`src/rtl/cnn_var_delay.sv`:
```
// Variable-delay line built on a ring of {valid, data} with a registered output.
// Define VAR_DELAY_FLUSH_EN to flush the ring and run a FILL phase on each delay change.
module cnn_var_delay #(
   parameter int DATA_WIDTH = 16,
   parameter int PTR_WIDTH  = 4
) (
   input  logic                  clk,
   input  logic                  reset,
   input  logic [DATA_WIDTH-1:0] Data_In,
   input  logic                  valid_in,
   input  logic [PTR_WIDTH:0]    delay_cfg,
   input  logic                  cfg_load,
   output logic [DATA_WIDTH-1:0] Data_Out,
   output logic                  valid_out,
   output logic                  busy,
   output logic                  cfg_err
);

   localparam int MAX_DELAY = 2 ** PTR_WIDTH;
   localparam logic [PTR_WIDTH:0] D_MAX = (PTR_WIDTH+1)'(MAX_DELAY);
   localparam logic [PTR_WIDTH:0] D_ONE = (PTR_WIDTH+1)'(1);

   typedef enum logic {RUN, FILL} state_t;

   logic [DATA_WIDTH-1:0] mem_q [MAX_DELAY];
   logic [MAX_DELAY-1:0]  vld_q, vld_d;
   logic [PTR_WIDTH-1:0]  wp_q, wp_d, rd_addr;
   logic [PTR_WIDTH:0]    dly_q, dly_d;
   logic [PTR_WIDTH:0]    cnt_q, cnt_d;
   state_t                state_q, state_d;
   logic [DATA_WIDTH-1:0] dout_q, dout_d, rdata;
   logic                  vout_q, vout_d;
   logic                  err_q, err_d;

   always_comb begin
      err_d = cfg_load && (delay_cfg == '0 || delay_cfg > D_MAX);
      dly_d = dly_q;
      if (cfg_load) begin
         if (delay_cfg == '0)
            dly_d = D_ONE;
         else if (delay_cfg > D_MAX)
            dly_d = D_MAX;
         else
            dly_d = delay_cfg;
      end

      wp_d = wp_q + PTR_WIDTH'(1);
      // Reading one slot past the write pointer makes the output flop the D-th stage.
      rd_addr = wp_q + PTR_WIDTH'(1) - dly_d[PTR_WIDTH-1:0];

      vld_d = vld_q;
`ifdef VAR_DELAY_FLUSH_EN
      if (cfg_load)
         vld_d = '0;
`endif
      vld_d[wp_q] = valid_in;

      vout_d = vld_q[rd_addr];
      rdata  = mem_q[rd_addr];
      if (dly_d == D_ONE) begin
         vout_d = valid_in;
         rdata  = Data_In;
      end
`ifdef VAR_DELAY_FLUSH_EN
      else if (cfg_load) begin
         vout_d = 1'b0;
      end
`endif
      dout_d = vout_d ? rdata : '0;

      state_d = state_q;
      cnt_d   = cnt_q;
`ifdef VAR_DELAY_FLUSH_EN
      if (cfg_load) begin
         if (dly_d == D_ONE) begin
            state_d = RUN;
         end else begin
            state_d = FILL;
            cnt_d   = dly_d - D_ONE;
         end
      end else if (state_q == FILL) begin
         cnt_d = cnt_q - D_ONE;
         if (cnt_q == D_ONE)
            state_d = RUN;
      end
`endif
   end

   always_ff @(posedge clk or negedge reset) begin
      if (!reset) begin
         vld_q   <= '0;
         wp_q    <= '0;
         dly_q   <= D_MAX;
         cnt_q   <= '0;
         state_q <= RUN;
         dout_q  <= '0;
         vout_q  <= 1'b0;
         err_q   <= 1'b0;
      end else begin
         vld_q   <= vld_d;
         wp_q    <= wp_d;
         dly_q   <= dly_d;
         cnt_q   <= cnt_d;
         state_q <= state_d;
         dout_q  <= dout_d;
         vout_q  <= vout_d;
         err_q   <= err_d;
      end
   end

   always_ff @(posedge clk) begin
      mem_q[wp_q] <= Data_In;
   end

   assign Data_Out  = dout_q;
   assign valid_out = vout_q;
   assign cfg_err   = err_q;
`ifdef VAR_DELAY_FLUSH_EN
   assign busy = (state_q == FILL);
`else
   assign busy = 1'b0;
`endif

endmodule
```
`config.mk`:
```
export PLATFORM = sky130hd
export DESIGN_NAME = cnn_var_delay
export DESIGN_NICKNAME = d
export VERILOG_FILES = /design/src/rtl/cnn_var_delay.sv
export SDC_FILE = /design/constraint.sdc
export NUM_CORES = 1
export LEC_CHECK = 0
export ABC_AREA = 1
export BUFFER_PORTS_ARGS = -buffer_cell sky130_fd_sc_hd__buf_2
export CAP_MARGIN = 20
export CELL_PAD_IN_SITES_DETAIL_PLACEMENT = 1
export CELL_PAD_IN_SITES_GLOBAL_PLACEMENT = 2
export CORE_ASPECT_RATIO = 1.2
export CORE_UTILIZATION = 38
export DETAILED_ROUTE_END_ITERATION = 6
export PLACE_DENSITY_LB_ADDON = 0.08
export SLEW_MARGIN = 20
export SYNTH_ARGS = -nofsm -noshare
export SYNTH_HDL_FRONTEND = slang
export SYNTH_SLANG_ARGS = --single-unit
```
`constraint.sdc`:
```
create_clock -name clk -period 2.4 [get_ports clk]
set_input_delay 0.48 -clock clk [delete_from_list [all_inputs] [get_ports clk]]
set_output_delay 0.48 -clock clk [all_outputs]
set_load 0.02 [all_outputs]
```
### Word level (Yosys, flattened, before mapping)

Memory sizes are Yosys's and may differ from the RTL's.
Cells that the tools add are included.

| operators by class | value |
|---|---|
| $add $sub $neg | 2 |
| order comparisons | 4 |
| equality and inequality tests | 1 |
| muxes and demuxes | 11 |
| reduce and logical (&&, ||, !) cells | 4 |

Operator list:

| operator | number |
|---|---|
| $mux 16 | 2 |
| $bwmux 16 | 1 |
| $mux 5 | 3 |
| $lt 4x5->1 const B | 2 |
| $eq 5x1->1 const B | 1 |
| $gt 5x5->1 const B | 1 |
| $logic_not 5->1 | 1 |
| $add 4x1->4 const B | 1 |
| $bmux 1 s4 | 1 |
| $demux 1 s4 | 1 |
| $ge 4x1->1 const B | 1 |
| $sub 4x4->4 | 1 |
| $mux 1 | 3 |
| $logic_and 1x1->1 | 2 |
| $logic_or 1x1->1 | 1 |

| storage, ports and cells | value |
|---|---|
| register bits | 43 |
| memory bits (writable) | 256 |
| output and inout port bits | 19 |
| word-level logic and storage cells | 29 |
| memories | 1 |

Memories:

| memory | depth | width | rd ports | clocked after Yosys merged registers in | wr ports | RTL line | text |
|---|---|---|---|---|---|---|---|
| mem_q | 16 | 16 | 1 | 0 | 1 | 25 | `logic [DATA_WIDTH-1:0] mem_q [MAX_DELAY];` |

### Depth between registers and ports, before layout

Gate-level depths: netlist (run 1).

| depth | value |
|---|---|
| depth after elaboration | 9 |
| mapped depth | 21 |

### Worst setup path before layout (run 1)

No wires, ideal clock.

| timing path | value |
|---|---|
| path kind | input-to-reg |
| start point | in delay_cfg[3] |
| end point | reg dout_q[5], in the netlist Data_Out[5] |
| library setup time | 125 ps |
| data arrival time | 3089 ps |
| data required time | 2275 ps |
| slack | -814 ps |
| stages | 19 |
| path buffers | 2 |
| path through | nor4_1 inv_1 ha_1 nor2_1 o22ai_1 inv_1 ha_1 fa_1 inv_1 buf_2 buf_1 nand3_1 nand2_1 nand2_1 nand2_1 nand3b_1 nand3_1 nand2_1 nor2_1 |

| on the way | value |
|---|---|
| cells in the longest elaborated chain, start to end | 9 |

RTL lines:

| element | RTL line | text |
|---|---|---|
| start, declared | 11 | `input logic [PTR_WIDTH:0] delay_cfg,` |
| $gt 5x5->1 | 41 | `else if (delay_cfg > D_MAX)` |
| $mux 5 | 41 |  |
| $mux 5 * | 39 | `if (delay_cfg == '0)` |
| $mux 5 * | 38 | `if (cfg_load) begin` |
| via dly_d[0] | 28 | `logic [PTR_WIDTH:0] dly_q, dly_d;` |
| $sub 4x4->4 | 49 | `rd_addr = wp_q + PTR_WIDTH'(1) - dly_d[PTR_WIDTH-1:0];` |
| $bmux 1 s4 | 58 | `vout_d = vld_q[rd_addr];` |
| $mux 1 (not written as such) | 58 |  |
| $mux 1 | 60 | `if (dly_d == D_ONE) begin` |
| $mux 16 * | 69 | `dout_d = vout_d ? rdata : '0;` |
| via dout_d[5] | 31 | `logic [DATA_WIDTH-1:0] dout_q, dout_d, rdata;` |
| end signal, assigned | 105 | `dout_q <= dout_d;` |
| end, declared | 31 |  |

The timed path passes the listed nets; every way through them passes the cells marked *. The select of a mux whose other input is x is not followed.

### Final worst setup path (run 1)

| timing path | value |
|---|---|
| start point | in delay_cfg[2] |
| end point | reg dout_q[10], in the netlist Data_Out[10] |

| on the way | value |
|---|---|
| cells in the longest elaborated chain, start to end | 9 |

RTL lines:

| element | RTL line |
|---|---|
| $gt 5x5->1 | 41 |
| $mux 5 | 41 |
| $mux 5 * | 39 |
| $mux 5 * | 38 |
| $sub 4x4->4 | 49 |
| $bmux 1 s4 | 58 |
| $mux 1 (not written as such) | 58 |
| $mux 1 | 60 |
| $mux 16 * | 69 |
| via dout_d[10] | 31 |

Marks and branches as above.

==> impl_metrics.ini, run 1 <==
[timing]
fmax_mhz = 359
setup_viol = 17
drv_slew = 0
worst_pin_slew_ps = 604
fin_skew_ps = 20.8
finalHoldViolCount = 0
slew_headroom_pct = 59.7
fin_ws_ps = -387
min_period_ps = 2790
finalSetupTns_ps = -6040
grt_setup_unrepaired = true
period_share_pct = 116
holdWs_ps = 296

[grt]
grt_pass1_wl_um = 58600
gr-usage-met1_pct = 30.1
grt_max_degree = 30
overflow = 0
grtUsageMet2_pct = 42.0
antenna_found_initial = 0
grt_pass1_vias = 9572
busiest_layer = met2
grt_use_total_pct = 23.8
grt_util_met3_pct = 3.21

[setup_path]
critical_path.startpoint_type = input port
crit_path_end_kind = flop
rr_worst_depth = 15
critPathRequiredTime_ps = 2810
crit_fanout = 11
arrival_ps = 3190
worst-setup-path-type = in2reg

[clock_tree]
htree_levels = 2
cts_buffer_depth = 3
cts_sinks = 299
cts_tree = yes
cts_root_buf = clkbuf_16
cts-buffers-inserted = 34
path_clk_slew_ps = 60
clk_latency_ps = 530

[floorplanning]
start_util_pct = 38.7
core.rowCount = 72
coreArea_um2 = 32300
die_x_um = 168
ios = 44
die-area_um2 = 33700
die_h_um = 201

[drt]
firstDrtPassIters = 5
drt_iter0_drc = 482
routed-via-count = 8841
vias_per_cell = 5.19
drc = 0
post_drt_wl_per_cell_um = 22.5
routed_wl_um = 38300
ant_nets = 0

[place]
dpl-instance-area_um2 = 14100
port_buffers = 42
place_hpwl_um = 22600
gp_congestion = 0.738
pre_cts_slack_ps = -989
place_inst = 1614

[hold_path]
whs_path_depth = 3
hp-class = in2reg

[yosys]
synth_cell_type_count = 35
yosysWarnings = 0
synth_area_leaders = edfxtp_1 (61%), nand2_1 (12%), dfrtp_1 (8.4%)
synth_flop_cell = edfxtp_1
synth-async-reset-ratio_pct = 14.4
synthMostInstantiatedCell = nand2_1
yosys.area.top_type = edfxtp_1
synth_cells = 1127
synth_edf_count = 256
avgSynthCellArea_um2 = 11.1
synth-seq-area-share_pct = 70.0
syn_area_um2 = 12500
synth_commonest_cells = nand2_1 (388), edfxtp_1 (256), nand3_1 (139), nor2_1 (78), dfrtp_1 (42)
yosys_register_bits = 299
yosysTopAreaCellShare_pct = 61.4
synth_fp_nets = 1162

[run]
drv_cap = 0

[layout]
nets = 1307
drive_above_1_share_pct = 23.6
stdcell_count = 1704
antenna-diode-count = 0
fin_area_um2 = 15700
syn_to_final_growth_pct = 25.6

[outcome]
status = complete, but fails checks
violations = negative setup slack

[power]
power.density_nw_per_um2 = 850
p_leak_nw = 6.26
vdd_drop_max_mv = 0.523
flip-flops by register name (all words and copies together), names as in the netlist:
register,count
wp_q,4
valid_out,1
vld_q,16
Data_Out,16
dly_q,5
mem_q,256
cfg_err,1
final timing paths:
check                              from      endpoint  slack (ps)
max                        delay_cfg[2]  Data_Out[10]        -390
max reg2reg                    dly_q[0]  Data_Out[10]        -300
min in group asynchronous         reset   Data_Out[2]         490
min                            valid_in      vld_q[5]         300
max in group asynchronous         reset      dly_q[4]        1280
min reg2reg                   vld_q[15]     vld_q[15]         500
layer usage:
layer / part of all wire (%) / vias to the layer above
li1: - / 4126
met1: 43 / 4498
met2: 51 / 165
met3: 3.6 / 52
met4: 2.2 / 0
met5: 0 / -
cells in the final DEF (no fill, tap or decap), types with 7 or more instances in the layout:
master     synthesis  routed
buf_6              1       7
inv_1             35      28
nor2_1            78      52
inv_2              1       7
edfxtp_1         256     256
nand3b_1          17      17
buf_2             27      40
buf_12             0      32
dfrtp_1           42      42
nand2_1          388     375
nand3_2            2      11
nand2_2            1      14
o21a_1             8       8
o21ai_0           38      31
nand3_1          139     128
clkbuf_16          0      34
o22ai_1           19      16
clkbuf_1          15      15
nor2_2             0      24
buf_4              9      85
or2_2             14      14
power by group:
part | internal (mW) | total, mW | switching, mW | leakage, nW
Sequential | 5.76 | 5.82 | 0.0610 | 2.86
Clock | 2.86 | 4.91 | 2.05 | 0.499
Combinational | 1.10 | 2.64 | 1.54 | 2.90
Total | 9.72 | 13.4 | 3.66 | 6.26
logic make-up after synthesis:
logic type,synth area share (%)
other cells,0.0299
flops,70.0
compound gates,3.27
simple gates,22.0
xor+xnor,0.200
fa+ha+maj,1.06
buf+inv,3.52
critical path: stages:
cell,delay [ps]
buf_6,100
nor4_4,300
inv_2,80
ha_4,170
nor2_2,90
o22ai_2,90
buf_4,140
buf_4,120
buf_4,120
buf_4,120
buf_4,130
buf_4,120
buf_4,120
nor2_2,140
nand3_4,140
buf_12,190
a21oi_4,200
buf_6,140
buf_12,130
nor2_1,50
cell type report:
type                       instances  area [um^2]
clock buffer                      49          907
clock inverter                    12          128
fill                            3393        16600
inverter                          37          144
multi-input combinational        731         3630
sequential                       299         8760
tap                              407          509
timing repair buffer             169         1650
per-stage QoR:
step	utilization [%]	power, mW
after floorplan	-	7.16
after global placement	43.7	8.19
after detailed placement	43.7	8.20
after CTS	48.3	13.5
after global routing	48.6	13.9
final	48.6	13.4
what timing repair did:
action	in CTS	in global routing
endpoints found under the setup margin	17	17
buffers inserted	22	4
gates cloned	3	0
pin swaps	11	37
gates resized for setup	47	32
endpoints found under the hold margin	19	0
hold buffers	1	0
Power figures use the tool's default switching activity.
==> run 2: changes to the inputs <==
--- a/config.mk
+++ b/config.mk
@@ -5,13 +5,13 @@
 export SDC_FILE = /design/constraint.sdc
 export NUM_CORES = 1
 export LEC_CHECK = 0
-export ABC_AREA = 1
 export BUFFER_PORTS_ARGS = -buffer_cell sky130_fd_sc_hd__buf_2
 export CAP_MARGIN = 20
 export CELL_PAD_IN_SITES_DETAIL_PLACEMENT = 1
 export CELL_PAD_IN_SITES_GLOBAL_PLACEMENT = 2
 export CORE_ASPECT_RATIO = 1.2
-export CORE_UTILIZATION = 38
+export CORE_UTILIZATION = 42
+export CTS_CLUSTER_DIAMETER = 80
 export DETAILED_ROUTE_END_ITERATION = 6
 export PLACE_DENSITY_LB_ADDON = 0.08
 export SLEW_MARGIN = 20
==> run 2 against run 1 <==
  * The flow still finishes with violations (negative setup slack)
  * Largest power group unchanged
  * Cell area decreased by 2.0%
  * Non-clock buffer count shrank 12
  * Worst hold slack got worse by 47 ps
  * Highest routed layer is now met5
==> impl_metrics.ini, run 2 <==
[setup_path]
rr_worst_depth = 12
critPathTopFamily = multiplexers
crit_path_end_kind = flop
critical_path.startpoint_type = input port
worst-setup-path-type = in2reg
cp_cell_sequence = buf_6 > or4_4 > ha_4 > or2_4 > o22a_1 > inv_2 > fa_4 > buf_6 > mux4_2 > mux2i_1 > mux2i_1 > mux2i_4 > buf_12 > buf_12 > a211oi_4
reg2reg_from = wp_q[0]
path_depth = 15
crit_fanout = 5
setup.worst_path.end = Data_Out[11]
cp-startpoint = delay_cfg[2]
rr_endpoint = Data_Out[11]
critPathRequiredTime_ps = 2820
cp_slowest_stage_delay_ps = 650
arrival_ps = 3880
critPathSlowestCell = fa_4
path_buf_inv = 5
regToRegSetupSlack_ps = -770

[clock_tree]
cts_root_buf = clkbuf_16
cts-buffers-inserted = 30
clk_latency_ps = 560
cts_buffer_depth = 3
cts_tree = yes
htree_levels = 1
cts_sinks = 299
path_clk_slew_ps = 70

[yosys]
synthXorXnorAreaFrac_pct = 0.501
synth_cell_type_count = 39
synth_commonest_cells = edfxtp_1 (256), mux2_2 (80), a211oi_1 (64), dfrtp_1 (42), mux2i_1 (36)
synth_edf_count = 256
muxShareOfSynthArea_pct = 11.5
avgSynthCellArea_um2 = 16.9
synth_top_family_by_area = multiplexers
synth_flop_cell = edfxtp_1
synth-seq-area-share_pct = 73.1
synth-async-reset-ratio_pct = 14.4
yosysTopAreaCellShare_pct = 64.1
yosys.area.top_type = edfxtp_1
synth_cells = 710
yosys_register_bits = 299
synth-compound-area-share_pct = 7.91
synth_area_leaders = edfxtp_1 (64%), dfrtp_1 (8.8%), mux2_2 (7.5%)
synth_fp_nets = 745
syn_area_um2 = 12000
yosys.area_share.adder_pct = 1.11
yosysWarnings = 0
synth-simple-area-share_pct = 3.78
synthMostInstantiatedCell = edfxtp_1

[timing]
fmax_mhz = 289
finalHoldViolCount = 0
fin_ws_ps = -1060
drv_slew = 0
grt_setup_unrepaired = true
setup_viol = 17
period_share_pct = 144
min_period_ps = 3460
fin_skew_ps = 16.3

[drt]
drc = 0
firstDrtPassIters = 4
routed_wl_um = 32900
ant_nets = 0
drt_iter0_drc = 351
routed-via-count = 6900
vias_per_cell = 5.48
post_drt_wl_per_cell_um = 26.1

[power]
vdd_drop_max_mv = 0.642
power_switching_share_pct = 25.4
clock_power_share_pct = 37.0
internal_power_mw = 10.0
totalPowerFinal_mw = 13.4
p_leak_nw = 5.49
switching_power_mw = 3.41
p_seq_share_pct = 43.7
power.density_nw_per_um2 = 872
p_comb_share_pct = 19.3

[floorplanning]
die_x_um = 156
ios = 44
die-area_um2 = 29200
core.rowCount = 67
coreArea_um2 = 28000
die_h_um = 187
start_util_pct = 42.8

[layout]
regMostFlops = mem_q
nets = 891
syn_to_final_growth_pct = 28.5
largest_reg_flops = 256
antenna-diode-count = 0
stdcell_count = 1259
final_cell_mix = edfxtp_1 (256), buf_4 (76), mux2_2 (70)
drive_above_1_share_pct = 41.9
layout_commonest_cell = edfxtp_1

[grt]
grt_pass1_wl_um = 48500
grt_pass1_vias = 7356
overflow = 0
grt_use_total_pct = 23.0
antenna_found_initial = 1
grt_max_degree = 24

[hold_path]
hp-class = in2reg

[run]
drv_cap = 0

[place]
gp_congestion = 0.764
place_inst = 1181
place_hpwl_um = 19900
port_buffers = 42

[outcome]
status = complete, but fails checks
violations = negative setup slack
run 2: power by group through the flow:
stage / clock [mW] / combinational, mW / sequential [mW]
after global routing: 5.24 / 2.76 / 5.87
final: 4.97 / 2.60 / 5.86
after detailed placement: 0 / 2.00 / 5.97
after CTS: 5.05 / 2.53 / 5.86
after floorplan: 0 / 1.01 / 6.06
after global placement: 0 / 1.97 / 5.97
run 2: what timing repair did:
action / 4_1_cts / 5_1_grt
hold endpoints to repair: 11 / 0
buffers inserted: 16 / 2
pin swaps: 22 / 13
cloned: 4 / 1
gates resized for setup: 95 / 26
hold buffers: 1 / 0
endpoints found under the setup margin: 17 / 17
run 2: worst min path at each step:
| stage | from | slack, ps | cells past startpoint | end |
|---|---|---|---|---|
| 2_1_floorplan | reset | 180 | 0 | Data_Out[0] |
| 3_3_place_gp | reset | 400 | 1 | cfg_err |
| 3_5_place_dp | reset | 410 | 1 | cfg_err |
| 4_1_cts | cfg_load | 240 | 2 | cfg_err |
| 5_1_grt | cfg_load | 250 | 2 | cfg_err |
| 6_report | cfg_load | 250 | 2 | cfg_err |
run 2: kinds of logic (layout without fill, tap and decap cells):
kind of cell | count (synthesis) | count (layout)
DFF | 299 | 299
AOI/OAI and AO/OA | 135 | 135
muxes | 121 | 121
and+or+nand+nor | 83 | 83
buffers and inverters | 56 | 226
adders and majority gates | 10 | 10
xor gates and xnor gates | 5 | 5
other | 1 | 1
run 2: area by class of cell:
type	instances	area, um^2
Clock inverter	22	265
Sequential cell	299	8760
Timing Repair Buffer	157	1550
Inverter	13	51.3
Tap cell	379	474
Multi-Input combinational cell	355	3520
Clock buffer	34	787
Fill cell	2612	12600
run 2: per-layer routing:
| layer | track usage (%) | up-vias | share of wire (%) |
|---|---|---|---|
| met5 | 0 | - | 0.055 |
| met4 | 5.73 | 2 | 2.1 |
| met3 | 2.34 | 44 | 3.3 |
| met2 | 39.8 | 128 | 52 |
| met1 | 30.8 | 3639 | 43 |
| li1 | - | 3087 | - |
run 2: metrics by stage:
step / util, % / setup WS [ps] / setup TNS, ps / hold slack, ps / instance area (um^2)
global route: 55.0 / -1170 / -18610 / 249 / 15400
floorplan: - / -956 / -16110 / 184 / 12100
finish: 55.0 / -1060 / -16910 / 249 / 15400
CTS: 54.5 / -1020 / -16650 / 237 / 15300
global placement: 48.2 / -1860 / -27590 / 399 / 13500
detailed placement: 48.2 / -1950 / -28500 / 407 / 13500
==> run 3: changes to the inputs <==
--- a/config.mk
+++ b/config.mk
@@ -10,7 +10,7 @@
 export CELL_PAD_IN_SITES_DETAIL_PLACEMENT = 1
 export CELL_PAD_IN_SITES_GLOBAL_PLACEMENT = 2
 export CORE_ASPECT_RATIO = 1.2
-export CORE_UTILIZATION = 42
+export CORE_UTILIZATION = 45
 export CTS_CLUSTER_DIAMETER = 80
 export DETAILED_ROUTE_END_ITERATION = 6
 export PLACE_DENSITY_LB_ADDON = 0.08
==> constraint.sdc (replaced) <==
create_clock -name clk -period 3.2 [get_ports clk]
set_input_delay 0.64 -clock clk [delete_from_list [all_inputs] [get_ports clk]]
set_output_delay 0.64 -clock clk [all_outputs]
set_load 0.02 [all_outputs]
==> run 3 against run 2 <==
  * The run still ends with negative setup slack left
  * Final cell count shrank 2.9%
  * Combinational power shrank 24%
  * Utilization grew 2.9 points
  * Setup slack gained 680 ps
  * Sequential share of layout area grew 0.72 points
  * Wire length shrank 1.2%
  * First-iteration DRC count grew 21%
  * Register-to-register slack gained 800 ps
  * Critical path depth is the same
  * Via count grew 1.3%
  * Count of clock-buffer cells in the layout grew 4
  * Clock skew shrank 8.2 ps
==> impl_metrics.ini, run 3 (synthesized netlist as in run 2, its figures left out) <==
[outcome]
status = complete, but fails checks
violations = negative setup slack

[grt]
grt_pass1_vias = 7665
overflow = 0
grt_pass1_wl_um = 48400
grt_use_total_pct = 24.4
grt_max_degree = 28
antenna_found_initial = 1

[layout]
antenna-diode-count = 0
final_cell_mix = edfxtp_1 (256), buf_4 (86), mux2_2 (78)
drive_above_1_share_pct = 42.4
regMostFlops = mem_q
largest_reg_flops = 256
n_fill_cell = 2395
nets = 898
fin_area_um2 = 15200
layout_commonest_cell = edfxtp_1
syn_to_final_growth_pct = 26.9

[setup_path]
cp_slowest_stage_delay_ps = 700
worst-setup-path-type = in2reg
cp_cell_sequence = buf_6 > or4_4 > ha_4 > or2_4 > o22a_1 > inv_2 > fa_4 > buf_12 > mux4_2 > mux2i_2 > mux2i_4 > mux2i_4 > buf_12 > buf_12 > a211oi_2
reg2reg_from = wp_q[0]
crit_fanout = 7
critPathSlowestCell = fa_4
critical_path.startpoint_type = input port
arrival_ps = 4020
regToRegSetupSlack_ps = 30
rr_worst_depth = 12
crit_path_end_kind = flop
critPathRequiredTime_ps = 3630
rr_endpoint = Data_Out[12]
crit_top_cell = buf_12

[drt]
firstDrtPassIters = 5
vias_per_cell = 5.72
post_drt_wl_per_cell_um = 26.6
drt_iter0_drc = 426
drc = 0
routed_wl_um = 32500
routed-via-count = 6989
ant_nets = 0

[timing]
min_period_ps = 3590
drv_slew = 0
slew_headroom_pct = 58.9
period_share_pct = 112
worst_pin_slew_ps = 616
setup_viol = 17
fin_skew_ps = 8.10
grt_setup_unrepaired = true
finalHoldViolCount = 0
fmax_mhz = 279
fin_ws_ps = -386

[floorplanning]
die_x_um = 151
ios = 44
die_h_um = 181
start_util_pct = 45.7
core.rowCount = 65
coreArea_um2 = 26300
die-area_um2 = 27300

[clock_tree]
clk_latency_ps = 560
cts-buffers-inserted = 31
cts_tree = yes
htree_levels = 1
cts_root_buf = clkbuf_16
cts_hold_buffers = 0
path_clk_slew_ps = 60
cts_sinks = 299
cts_buffer_depth = 3

[run]
drv_cap = 0

[power]
totalPowerFinal_mw = 9.80
power.density_nw_per_um2 = 644
vdd_drop_max_mv = 0.452
p_leak_nw = 5.45

[place]
place_hpwl_um = 19800
dpl-instance-area_um2 = 13400
gp_congestion = 0.735
pre_cts_slack_ps = -1160
port_buffers = 42

[hold_path]
hp-class = in2async
[run 3: metrics by stage]
stage / util [%] / hold slack [ps] / TNS (ps) / instances
2_1_floorplan: - / 344 / -5230 / 710
3_3_place_gp: 51.2 / 483 / -16520 / 1147
3_5_place_dp: 51.2 / 496 / -17790 / 1147
4_1_cts: 56.5 / 30.1 / -6790 / 1216
5_1_grt: 57.9 / 51.6 / -7620 / 1222
6_report: 57.9 / 29.7 / -6210 / 1222
[run 3: final cells by class]
class                      count  area (um^2)  share of cell area (%)
inverter                      13         48.8                   0.321
clock buffer                  38          802                    5.27
clock inverter                19          150                   0.987
multi-input combinational    355         3470                    22.8
tap                          335          419                    2.75
sequential                   299         8760                    57.6
timing repair buffer         163         1560                    10.2
[run 3: timing repair]
| action | CTS | global route |
|---|---|---|
| setup buffers | 9 | 5 |
| resized for setup | 61 | 59 |
| pin swaps | 24 | 24 |
| cloned | 3 | 2 |
| setup endpoints to repair | 17 | 17 |
[run 3: power breakdown]
| part | internal, mW | switching, mW | total [mW] |
|---|---|---|---|
| Clock | 1.94 | 1.49 | 3.42 |
| Sequential | 4.34 | 0.0712 | 4.41 |
| Combinational | 0.968 | 1.01 | 1.98 |
[run 3: worst max path at each step]
| stage | startpoint | end | depth (start not counted) |
|---|---|---|---|
| 2_1_floorplan | delay_cfg[3] | Data_Out[10] | 13 |
| 3_3_place_gp | delay_cfg[3] | Data_Out[6] | 15 |
| 3_5_place_dp | delay_cfg[3] | Data_Out[4] | 15 |
| 4_1_cts | delay_cfg[0] | Data_Out[9] | 16 |
| 5_1_grt | delay_cfg[2] | Data_Out[11] | 15 |
| 6_report | delay_cfg[2] | Data_Out[12] | 15 |
[run 3: critical path: cells and delay by family]
kind,cells,cell delay [ps]
adder cells (fa/ha/maj),2,880
multiplexers,4,800
AND/OR/NAND/NOR,2,770
buffers and inverters,5,660
AO/OA/AOI/OAI,2,230
[run 3: per-layer routing]
layer  track usage, %  part of all wire (%)  wire length, um  vias up
met5                0                 0.052               17        -
met4             5.24                   1.6              520        2
met3             3.01                   4.5             1450       47
met2             40.5                    50            16300      166
met1             34.4                    44            14300     3677
li1                 -                     -                -     3097
